File: src/rtl/and_pkg.sv
// Shared widths and FSM encoding for the and_gate operand loader.
package and_pkg;
  localparam int DATA_WIDTH = 32;
  localparam int NUM_BYTES  = DATA_WIDTH / 8;
  localparam int CNT_W      = (NUM_BYTES > 1) ? $clog2(NUM_BYTES) : 1;

  typedef enum logic [1:0] {
    IDLE    = 2'd0,
    LOAD_A  = 2'd1,
    LOAD_B  = 2'd2,
    PRESENT = 2'd3
  } state_t;
endpackage

File: src/rtl/and_operand_loader_if.sv
// Byte-stream input and operand-pair output of the loader, one bundle.
// Both sides use valid/ready: a beat moves on the rising edge where valid && ready.
interface and_operand_loader_if;
  import and_pkg::*;

  logic                  in_valid;
  logic                  in_ready;
  logic [7:0]            in_data;
  logic                  out_valid;
  logic                  out_ready;
  logic [DATA_WIDTH-1:0] op_a;
  logic [DATA_WIDTH-1:0] op_b;

  modport master (
    output in_valid, in_data, out_ready,
    input  in_ready, out_valid, op_a, op_b
  );

  modport slave (
    input  in_valid, in_data, out_ready,
    output in_ready, out_valid, op_a, op_b
  );
endinterface

File: src/rtl/and_operand_loader_byte_packer.sv
// Assembles one operand word a byte at a time; bytes overwrite in place.
module byte_packer #(
  parameter int NUM_BYTES = 4,
  parameter int CNT_W     = 2
) (
  input  logic                   clk,
  input  logic                   reset,
  input  logic                   clear,
  input  logic                   wr_en,
  input  logic [CNT_W-1:0]       byte_idx,
  input  logic [7:0]             byte_in,
  output logic [8*NUM_BYTES-1:0] word_out
);
  logic [8*NUM_BYTES-1:0] r_word;

  always_ff @(posedge clk or posedge reset) begin
    if (reset) begin
      r_word <= '0;
    end else if (clear) begin
      r_word <= '0;
    end else if (wr_en) begin
      r_word[8*byte_idx +: 8] <= byte_in;
    end
  end

  assign word_out = r_word;
endmodule

File: src/rtl/and_operand_loader.sv
// Byte-serial loader producing the A/B operand pair for the and_gate datapath.
// FSM and handshake live here; two byte_packers hold the operand words.
module and_operand_loader
  import and_pkg::*;
(
  input  logic                 clk,
  input  logic                 reset,
  input  logic                 clear,
  and_operand_loader_if.slave  bus,
  output state_t               o_state,
  output logic [CNT_W-1:0]     o_byte_cnt
);
  state_t                r_state;
  logic [CNT_W-1:0]      r_byte_cnt;
  logic                  r_in_ready;
  logic                  r_out_valid;
  logic                  w_xfer;
  logic                  w_last;
  logic                  w_wr_a;
  logic                  w_wr_b;
  logic [DATA_WIDTH-1:0] w_op_a;
  logic [DATA_WIDTH-1:0] w_op_b;

  assign w_xfer = bus.in_valid && r_in_ready;
  assign w_last = (r_byte_cnt == CNT_W'(NUM_BYTES - 1));
  assign w_wr_a = w_xfer && !clear && (r_state == LOAD_A);
  assign w_wr_b = w_xfer && !clear && (r_state == LOAD_B);

  always_ff @(posedge clk or posedge reset) begin
    if (reset) begin
      r_state     <= IDLE;
      r_byte_cnt  <= '0;
      r_in_ready  <= 1'b0;
      r_out_valid <= 1'b0;
    end else if (clear) begin
      r_state     <= IDLE;
      r_byte_cnt  <= '0;
      r_in_ready  <= 1'b0;
      r_out_valid <= 1'b0;
    end else begin
      case (r_state)
        IDLE: begin
          r_state    <= LOAD_A;
          r_in_ready <= 1'b1;
        end
        LOAD_A: begin
          if (w_xfer) begin
            if (w_last) begin
              r_byte_cnt <= '0;
              r_state    <= LOAD_B;
            end else begin
              r_byte_cnt <= r_byte_cnt + CNT_W'(1);
            end
          end
        end
        LOAD_B: begin
          // in_ready drops on the edge that takes the last byte, so that byte is kept.
          if (w_xfer) begin
            if (w_last) begin
              r_byte_cnt  <= '0;
              r_in_ready  <= 1'b0;
              r_out_valid <= 1'b1;
              r_state     <= PRESENT;
            end else begin
              r_byte_cnt <= r_byte_cnt + CNT_W'(1);
            end
          end
        end
        PRESENT: begin
          if (r_out_valid && bus.out_ready) begin
            r_out_valid <= 1'b0;
            r_in_ready  <= 1'b1;
            r_state     <= LOAD_A;
          end
        end
        default: r_state <= IDLE;
      endcase
    end
  end

  byte_packer #(.NUM_BYTES(NUM_BYTES), .CNT_W(CNT_W)) u_pack_a (
    .clk      (clk),
    .reset    (reset),
    .clear    (clear),
    .wr_en    (w_wr_a),
    .byte_idx (r_byte_cnt),
    .byte_in  (bus.in_data),
    .word_out (w_op_a)
  );

  byte_packer #(.NUM_BYTES(NUM_BYTES), .CNT_W(CNT_W)) u_pack_b (
    .clk      (clk),
    .reset    (reset),
    .clear    (clear),
    .wr_en    (w_wr_b),
    .byte_idx (r_byte_cnt),
    .byte_in  (bus.in_data),
    .word_out (w_op_b)
  );

  assign bus.in_ready  = r_in_ready;
  assign bus.out_valid = r_out_valid;
  assign bus.op_a      = w_op_a;
  assign bus.op_b      = w_op_b;
  assign o_state       = r_state;
  assign o_byte_cnt    = r_byte_cnt;
endmodule

File: src/flat_wrapper.sv
// flat-port wrapper written by rule: the top's interface ports become plain ports
module and_operand_loader_flat import and_pkg::*;
  (clk, reset, clear, o_state, o_byte_cnt, bus_in_valid, bus_in_data, bus_out_ready, bus_in_ready, bus_out_valid, bus_op_a, bus_op_b);
  and_operand_loader_if bus_i ();
  input  logic clk;
  input  logic reset;
  input  logic clear;
  output state_t o_state;
  output logic [CNT_W-1:0] o_byte_cnt;
  input wire logic [$bits(bus_i.in_valid)-1:0] bus_in_valid;
  input wire logic [$bits(bus_i.in_data)-1:0] bus_in_data;
  input wire logic [$bits(bus_i.out_ready)-1:0] bus_out_ready;
  output wire logic [$bits(bus_i.in_ready)-1:0] bus_in_ready;
  output wire logic [$bits(bus_i.out_valid)-1:0] bus_out_valid;
  output wire logic [$bits(bus_i.op_a)-1:0] bus_op_a;
  output wire logic [$bits(bus_i.op_b)-1:0] bus_op_b;
  assign bus_i.in_valid = bus_in_valid;
  assign bus_i.in_data = bus_in_data;
  assign bus_i.out_ready = bus_out_ready;
  assign bus_in_ready = bus_i.in_ready;
  assign bus_out_valid = bus_i.out_valid;
  assign bus_op_a = bus_i.op_a;
  assign bus_op_b = bus_i.op_b;
  and_operand_loader u_core (.clk(clk), .reset(reset), .clear(clear), .bus(bus_i), .o_state(o_state), .o_byte_cnt(o_byte_cnt));
endmodule
File: config.mk
export PLATFORM = sky130hd
export DESIGN_NAME = and_operand_loader_flat
export DESIGN_NICKNAME = d
export VERILOG_FILES = /design/src/rtl/and_pkg.sv /design/src/rtl/and_operand_loader_if.sv /design/src/rtl/and_operand_loader_byte_packer.sv /design/src/rtl/and_operand_loader.sv /design/src/flat_wrapper.sv
export SDC_FILE = /design/constraint.sdc
export NUM_CORES = 1
export LEC_CHECK = 0
export CAP_MARGIN = 20
export CORE_UTILIZATION = 44
export DETAILED_ROUTE_END_ITERATION = 7
export GPL_TIMING_DRIVEN = 0
export PLACE_DENSITY = 0.75
export SETUP_SLACK_MARGIN = 0.3
export SLEW_MARGIN = 20
export SYNTH_ARGS = -nofsm -noshare
export SYNTH_HDL_FRONTEND = slang
export SYNTH_HIERARCHICAL = 1
export SYNTH_SLANG_ARGS = --single-unit
File: constraint.sdc
create_clock -name clk -period 1.9 [get_ports clk]
set_input_delay 0.38 -clock clk [delete_from_list [all_inputs] [get_ports clk]]
set_output_delay 0.38 -clock clk [all_outputs]
set_load 0.1 [all_outputs]
; ---- Word level (Yosys, flattened, before mapping)
; Cells that the tools add are included.
[totals]
regBits = 70
output_inout_bits = 70
elab_cells = 64
[op_classes]
n_mux = 27
addsub = 2
reduce_logical = 18
n_shift = 2
n_eq_ne = 9
[op_table]
columns = cell, count
row1 = 2-to-1 mux 32 bit, 4
row2 = bitwise mux 32 bit, 2
row3 = negation 5 -> 34 bit, 1
row4 = "variable shift 8 x 34 -> 32 bit, first input constant", 1
row5 = variable part select 8 x 34 -> 32 bit, 1
row6 = 2-to-1 mux 2 bit, 10
row7 = "inequality test 3 x 2 -> 1 bit, second input constant", 5
row8 = 2-to-1 mux 1 bit, 8
row9 = case mux 2 bit (4 select lines), 1
row10 = AND reduction 4 bit, 2
row11 = nonzero test 2 bit, 4
row12 = "equality test 2 bit, second input constant", 3
row13 = logical AND 1 bit, 5
row14 = AND reduction 5 bit, 1
row15 = nonzero test 4 bit, 1
row16 = case mux 1 bit (3 select lines), 1
row17 = nonzero test 3 bit, 1
row18 = "adder 2 x 1 -> 2 bit, second input constant", 1
row19 = "equality test 2 x 1 -> 1 bit, second input constant", 1
row20 = logical NOT 2 bit, 1
row21 = case mux 1 bit (2 select lines), 1
row22 = AND reduction 2 bit, 1
row23 = OR reduction 2 bit, 1
row24 = logical NOT 1 bit, 1

; ---- Longest topological paths before layout
; Gate-level depths: netlist of the first run.
[logic_depth]
depth_word = 5
mapped_depth = 7

; ---- Hierarchy
; The synthesis of the first run kept the hierarchy.
[modules_own_cells]
columns = module, n_inst, area_per_inst_um2, seq_area_each_um2, cells_per_inst
row1 = byte_packer, 2, 1470.2, 800.8, 115
row2 = and_operand_loader, 1, 397.9, 150.1, 42

; ---- Least setup slack after synthesis of the first run
; Ideal clock, no wire load.
[synth_timing]
path_kind = register to register
startpoint = register u_core.r_state[1] (netlist: u_core/o_state[1])
endpoint = register u_core.u_pack_b.r_word[24] (netlist: u_core/u_pack_b/word_out[24])
period_less_slack_ns = 2.616
setup_ns = 0.096
stages_incl_launch_ff = 6
slack_ns = -0.716
path_buffers = 1
t_required_ns = 1.804
arrival_time_ns = 2.521
cell_sequence = dfrtp_1 -> ha_1 -> nor3b_1 -> or3b_1 -> buf_6 -> o32ai_2
[synth_between]
elab_chain_len = 3
[synth_rtl]
columns = item, line_no
row1 = from (decl), and_operand_loader.sv:13  ; state_t r_state;
row2 = from (signal assigned), and_operand_loader.sv:31  ; r_state <= IDLE;
row3 = from (signal assigned), and_operand_loader.sv:36  ; r_state <= IDLE;
row4 = from (signal assigned), and_operand_loader.sv:43  ; r_state <= LOAD_A;
row5 = equality test 2 bit, and_operand_loader.sv:27  ; assign w_wr_b = w_xfer && !clear && (r_state == LOAD_B);
row6 = logical AND 1 bit, and_operand_loader.sv:27
row7 = named net u_core.w_wr_b, and_operand_loader.sv:20  ; logic w_wr_b;
row8 = nonzero test 2 bit (no source line), n/a
row9 = "to (signal, indexed assignment)", and_operand_loader_byte_packer.sv:22  ; r_word[8*byte_idx +: 8] <= byte_in;
row10 = to (decl), and_operand_loader_byte_packer.sv:14  ; logic [8*NUM_BYTES-1:0] r_word;
; The timed path passes the listed nets, and every way through them passes these cells.
; A chain may end at the register's enable or synchronous reset.

; ---- Worst setup path after layout of the first run
[layout_timing]
startpoint = register u_core.r_state[1] (netlist: u_core/o_state[1])
endpoint = register u_core.u_pack_a.r_word[31] (netlist: u_core/u_pack_a/word_out[31])
[layout_between]
elab_chain_len = 3
[layout_rtl]
columns = item, line_no
row1 = equality test 2 x 1 -> 1 bit, and_operand_loader.sv:26  ; assign w_wr_a = w_xfer && !clear && (r_state == LOAD_A);
row2 = logical AND 1 bit, and_operand_loader.sv:26
row3 = named net u_core.w_wr_a, and_operand_loader.sv:19  ; logic w_wr_a;
row4 = nonzero test 2 bit (no source line), n/a
row5 = "to (signal, indexed assignment)", and_operand_loader_byte_packer.sv:22
row6 = to (decl), and_operand_loader_byte_packer.sv:14
; The timed path passes the listed nets, and every way through them passes these cells.

==> run metrics, run 1 <==
status=finished, final reports clean; row count=31; CTS clk-pin slew, worst paths=0.07 ns; Rel. slew slack=54.6%; Critical R2R Launch=u_core/o_state[1]$_DFFE_PP0P_; Pwr Total=0.00414 W; count leader, synth=dfrtp_1; Reg2Reg Setup Slack=0.05 ns; CTS root buf=clkbuf_8; number of buffers created by CTS=9; DIE WIDTH=89.1 µm; critical path type=register to register; LEAKAGE=2.22 nW; final setup vio count=0; Synth top area share=52.5%; IO Pins=83; vias in the first global route=2,618; Peak VDD IR=1.05 mV; starting density of the core=45.8%; DR iter-0 viols=182; Crit Path Max Fanout=8; initial antenna violation count=0; yosys warns=6; Worst Clk Skew=0.0113 ns; Hold Vio Cnt, Final=0; Clock Path Buffers=2; GRT overflow=0; first-pass GRT wire length=13.7 mm; wirelength, routed=9.10 mm; mapped cell area=3340 µm²; Async SR Flop Fraction=100%; Routed Antenna Nets=0; crit end category=register; hold_buf cts=0; vias per cell=5.57; WL per Instance=18.3 µm; ranking of synthesized cells by area=dfrtp_1 52%, a32o_1 14%, o32ai_2 7.8%, ha_1 5.2%, and2_1 3.0%; CP required=2.15 ns; die span in y=89.1 µm; pin count of the biggest net entering global routing=33; antenna cells=0; DIE AREA=7940 µm²; Synth cell types=34; H-tree level count=3; via count=2,766; worst-margin pin slew=0.680 ns; achievable frequency=540 MHz; all-layer global routing usage=23.3%; EDFF count, synth=0; Worst Setup Start Kind=register; worst hold path type=primary input to asynchronous set/reset pin; Nets=420; Commonest cells post-synth=70 x dfrtp_1, 46 x a32o_1, 26 x inv_1; Crit path arrival time=2.10 ns; Clock Sinks=70; routability cong.=0.776; Syn Nets=299; r2r worst-path depth=6; TritonRoute pass-1 iters=6; max-slew violation count=0; IO Port Bufs=82; post-synthesis sequential area ratio=52.5%; Reg2Reg Capture Point=u_core/u_pack_a/word_out[31]$_DFFE_PP0P_; share of cells above drive strength 1=47.0%; Tmin final=1.85 ns; Max-Cap Viols=0; core area=7290 µm²; Synth Instances=272; drt drc=0; FF+latch count, synth=70; Synth Flop Type=dfrtp_1; final worst path period share=97.4%; Area Growth Syn to Fin=43.4%; Pwr Density=864 nW/µm²; Avg Inst Size Synth=12.3 µm²; area leader, netlist=dfrtp_1; final core utilization=65.7%; Fin Hold WS=0.355 ns; Skew-Pair Late Insertion Delay=0.34 ns; CTS tree=built; dpl hpwl=5.54 mm; RSZ-0062 raised after global routing=true
==> registers in the layout, indices dropped and copies added (netlist names) <==
| register | cells |
|---|---|
| u_core/bus.out_valid | 1 |
| u_core/u_pack_a/word_out | 32 |
| u_core/o_state | 2 |
| u_core/o_byte_cnt | 2 |
| u_core/bus.in_ready | 1 |
| u_core/u_pack_b/word_out | 32 |
==> power breakdown <==
| group | leakage, nW | switching (W) | internal, W | total, W |
|---|---|---|---|---|
| logic | 1.15 | 0.000805 | 0.000530 | 0.00133 |
| registers | 0.964 | 0.0000553 | 0.00155 | 0.00160 |
| clock network | 0.104 | 0.000556 | 0.000645 | 0.00120 |
==> worst max-delay path, stage by stage, from the launching register on <==
cell	delay, ns
dfrtp_4	0.51
inv_4	0.07
ha_4	0.12
nor3b_4	0.22
or3b_4	0.43
buf_12	0.16
o32ai_4	0.25
==> through the flow <==
stage / instances / area [µm²] / setup slack (ns) / setup TNS [ns]
floorplan: 272 / 3470 / -0.0656 / -0.376
global placement: 453 / 4410 / -0.882 / -50.30
detailed placement: 453 / 4410 / -0.906 / -52.49
CTS: 487 / 4480 / 0.0922 / 0
global route: 497 / 4790 / -0.00671 / -0.0147
finish: 497 / 4790 / 0.0485 / 0
==> worst max-delay path by stage <==
stage	startpoint	end	slack [ns]	cells past startpoint
2_1_floorplan	u_core/o_state[1]$_DFFE_PP0P_	u_core/u_pack_a/word_out[31]$_DFFE_PP0P_	-0.07	6
3_3_place_gp	clear	u_core/u_pack_a/word_out[31]$_DFFE_PP0P_	-0.88	6
3_5_place_dp	clear	u_core/u_pack_a/word_out[31]$_DFFE_PP0P_	-0.91	6
4_1_cts	u_core/o_state[1]$_DFFE_PP0P_	u_core/u_pack_a/word_out[31]$_DFFE_PP0P_	0.09	6
5_1_grt	u_core/o_state[1]$_DFFE_PP0P_	u_core/u_pack_a/word_out[31]$_DFFE_PP0P_	-0.007	6
6_report	u_core/o_state[1]$_DFFE_PP0P_	u_core/u_pack_a/word_out[31]$_DFFE_PP0P_	0.05	6
==> cells in the final DEF (no fill, tap or decap), types with 3 or more instances in the layout <==
| cell | instances |
|---|---|
| buf_6 | 14 |
| ha_4 | 6 |
| buf_2 | 64 |
| clkbuf_8 | 10 |
| nor2_1 | 4 |
| o32ai_2 | 11 |
| ha_1 | 8 |
| buf_12 | 4 |
| clkbuf_2 | 3 |
| nor2b_1 | 3 |
| nand2_1 | 16 |
| a21oi_2 | 7 |
| clkbuf_1 | 4 |
| o32ai_4 | 5 |
| inv_2 | 6 |
| dfrtp_1 | 64 |
| o21ai_0 | 4 |
| and2_1 | 16 |
| buf_4 | 20 |
| dfrtp_4 | 5 |
| inv_1 | 18 |
| clkdlybuf4s50_1 | 10 |
| clkbuf_4 | 3 |
| a32o_1 | 46 |
==> metal layers <==
metal | track usage (%) | up-vias | routed length, µm
met5 | 0 | - | 0
met4 | 8.66 | 0 | 148
met3 | 3.97 | 13 | 587
met2 | 38.5 | 91 | 4450
met1 | 31.1 | 1391 | 3910
li1 | - | 1271 | -
==> final cells by class <==
cell class	instances	area [µm²]
clock inverters	5	57.6
inverters	26	103
flip-flops and latches	70	1770
repair buffers	110	792
clock buffers	11	141
fillers	577	2500
well taps	99	124
multi-input cells	159	1660
plain buffers	17	136
==> kinds of logic (layout without fill, tap and decap cells) <==
logic type	after synthesis	count (layout)	synth area share, %
multiplexers	1	1	0.337
AO/OA/AOI/OAI	85	85	26.0
flip-flops	70	70	52.5
AND/OR/NAND/NOR	59	59	10.4
buffers and inverters	43	169	5.58
adder cells (fa/ha/maj)	14	14	5.25
==> timing repair <==
item | in CTS | in global routing
pin swaps | 4 | 10
setup endpoints to repair | 138 | 73
cloned | 1 | 1
buffers inserted | 17 | 9
resized for setup | 384 | 47
No activity file was read; power rests on OpenSTA's default activity.
==> inputs of run 2 (changes only) <==
--- a/config.mk
+++ b/config.mk
@@ -5,7 +5,7 @@
 export SDC_FILE = /design/constraint.sdc
 export NUM_CORES = 1
 export LEC_CHECK = 0
-export CAP_MARGIN = 20
+export CAP_MARGIN = 10
 export CORE_UTILIZATION = 44
 export DETAILED_ROUTE_END_ITERATION = 7
 export GPL_TIMING_DRIVEN = 0
==> results of run 2 <==
No change in the layout: final DEF, timing and power equal those of run 1.
==> inputs of run 3 (changes only) <==
--- a/config.mk
+++ b/config.mk
@@ -11,7 +11,6 @@
 export GPL_TIMING_DRIVEN = 0
 export PLACE_DENSITY = 0.75
 export SETUP_SLACK_MARGIN = 0.3
-export SLEW_MARGIN = 20
 export SYNTH_ARGS = -nofsm -noshare
 export SYNTH_HDL_FRONTEND = slang
 export SYNTH_HIERARCHICAL = 1
==> run 3 against run 2 <==
Effect of this change: wire length increased by 0.71%; sequential share of layout area decreased by 0.36 points; critical path depth unchanged; via count increased by 1.8%; sequential power about the same; power increased by 0.53%; die area unchanged; sequential cell count unchanged; global-route usage unchanged; worst setup slack got worse by 0.0037 ns; critical endpoint unchanged.
==> run metrics, run 3 (synthesized netlist as in run 1, its figures left out) <==
slowest CP cell=dfrtp_4; r2r worst-path depth=6; fin area=4840 µm²; die span in y=89.1 µm; IO Port Bufs=82; Crit Path Max Fanout=8; DIE AREA=7940 µm²; DIE WIDTH=89.1 µm; status=finished, final reports clean; vias per cell=5.65; row count=31; worst-margin pin slew=0.618 ns; via count=2,817; achievable frequency=539 MHz; Switching Fraction=34.3%; TritonRoute pass-1 iters=4; RSZ-0062 raised after global routing=true; antenna cells=0; Crit path arrival time=2.11 ns; Critical Path Stages=6; WL per Instance=18.4 µm; Rel. slew slack=58.7%; Nets=422; drt drc=0; Peak VDD IR=0.998 mV; Fin Hold WS=0.303 ns; cell family with most CP delay=simple AND/OR/NAND/NOR gates; final setup vio count=0; GRT overflow=0; Psw=0.00143 W; Routed Antenna Nets=0; max-slew violation count=0; critical path type=register to register; final worst path period share=97.6%; CTS clk-pin slew, worst paths=0.08 ns; Worst Path Buf+Inv=2; Pwr Density=860 nW/µm²; Hold Vio Cnt, Final=0; Skew-Pair Late Insertion Delay=0.35 ns; leading cell types in the layout, fill and taps excluded=64 x buf_2, 64 x dfrtp_1, 46 x a32o_1, 20 x buf_4, 19 x inv_1; CTS root buf=clkbuf_8; Critical Path Max Stage Delay=0.51 ns; H-tree level count=3; share of cells above drive strength 1=46.8%; Worst Clk Skew=0.0132 ns; worst hold path type=primary input to asynchronous set/reset pin; routability cong.=0.776; CTS tree=built; vias in the first global route=2,618; Max-Cap Viols=0; Worst Setup Start Kind=register; Logic pwr share=32.4%; wirelength, routed=9.16 mm; dpl cell area=4410 µm²; clock share of power=29.1%; dpl hpwl=5.54 mm; Tmin final=1.86 ns; Flop pwr share=38.5%; Clock Sinks=70; Int Pwr=0.00273 W; Area Growth Syn to Fin=44.9%; starting density of the core=45.8%; Filler cells=571; DR iter-0 viols=203; pin count of the biggest net entering global routing=33; initial antenna violation count=0; first-pass GRT wire length=13.7 mm; CP required=2.15 ns; crit end category=register; LEAKAGE=2.24 nW; number of buffers created by CTS=9; IO Pins=83; all-layer global routing usage=23.3%; Clock Path Buffers=2; critical path, cell by cell=inv_4 > ha_4 > nor3b_4 > or3b_4 > buf_12 > o32ai_4; core area=7290 µm²
run 3: metrics by stage:
stage / power (W) / utilization, % / setup TNS [ns] / instances / setup slack, ns
floorplan: 0.00242 / - / -0.376 / 272 / -0.0656
global placement: 0.00267 / 60.5 / -50.30 / 453 / -0.882
detailed placement: 0.00268 / 60.5 / -53.47 / 453 / -0.906
CTS: 0.00396 / 61.4 / 0 / 487 / 0.0922
global route: 0.00433 / 66.3 / -0.0149 / 499 / -0.00684
finish: 0.00416 / 66.3 / 0 / 499 / 0.0448
run 3: path summary, 6_finish.rpt:
| check | start | end | slack (ns) |
|---|---|---|---|
| setup / recovery | u_core/o_state[1]$_DFFE_PP0P_ | u_core/u_pack_a/word_out[31]$_DFFE_PP0P_ | 0.04 |
| hold reg to reg | u_core/u_pack_a/word_out[23]$_DFFE_PP0P_ | u_core/u_pack_a/word_out[23]$_DFFE_PP0P_ | 0.49 |
| min in group clk | u_core/u_pack_a/word_out[23]$_DFFE_PP0P_ | u_core/u_pack_a/word_out[23]$_DFFE_PP0P_ | 0.49 |
| max in group asynchronous | reset | u_core/u_pack_b/word_out[18]$_DFFE_PP0P_ | 0.91 |
| hold / removal | reset | u_core/u_pack_a/word_out[28]$_DFFE_PP0P_ | 0.30 |
| setup reg to reg | u_core/o_state[1]$_DFFE_PP0P_ | u_core/u_pack_a/word_out[31]$_DFFE_PP0P_ | 0.04 |
run 3: power groups by stage:
stage	sequential [W]	combinational, W	clock [W]
CTS	0.00161	0.00112	0.00122
floorplan	0.00192	0.000497	0
finish	0.00160	0.00135	0.00121
detailed placement	0.00166	0.00102	0
global placement	0.00166	0.00101	0
global route	0.00161	0.00143	0.00129
run 3: area by class of cell:
| class | instances | area (µm²) | area share (%) |
|---|---|---|---|
| Inverter | 26 | 103 | 2.12 |
| Multi-Input combinational cell | 159 | 1660 | 34.4 |
| Clock inverter | 5 | 57.6 | 1.19 |
| Tap cell | 99 | 124 | 2.56 |
| Clock buffer | 11 | 141 | 2.92 |
| Buffer | 17 | 136 | 2.82 |
| Timing Repair Buffer | 112 | 840 | 17.4 |
| Sequential cell | 70 | 1770 | 36.6 |
run 3: per-layer routing:
layer  track usage (%)  wire length (µm)
met2              38.5              4480
met1              31.1              3900
met5                 0                 0
met3              3.97               614
met4              8.66               168
run 3: repair_timing:
action | 4_1_cts | 5_1_grt
setup endpoints to repair | 138 | 73
hold buffers | 0 | 0
buffers inserted | 17 | 9
pin swaps | 4 | 10
gates resized for setup | 384 | 47
cloned | 1 | 1
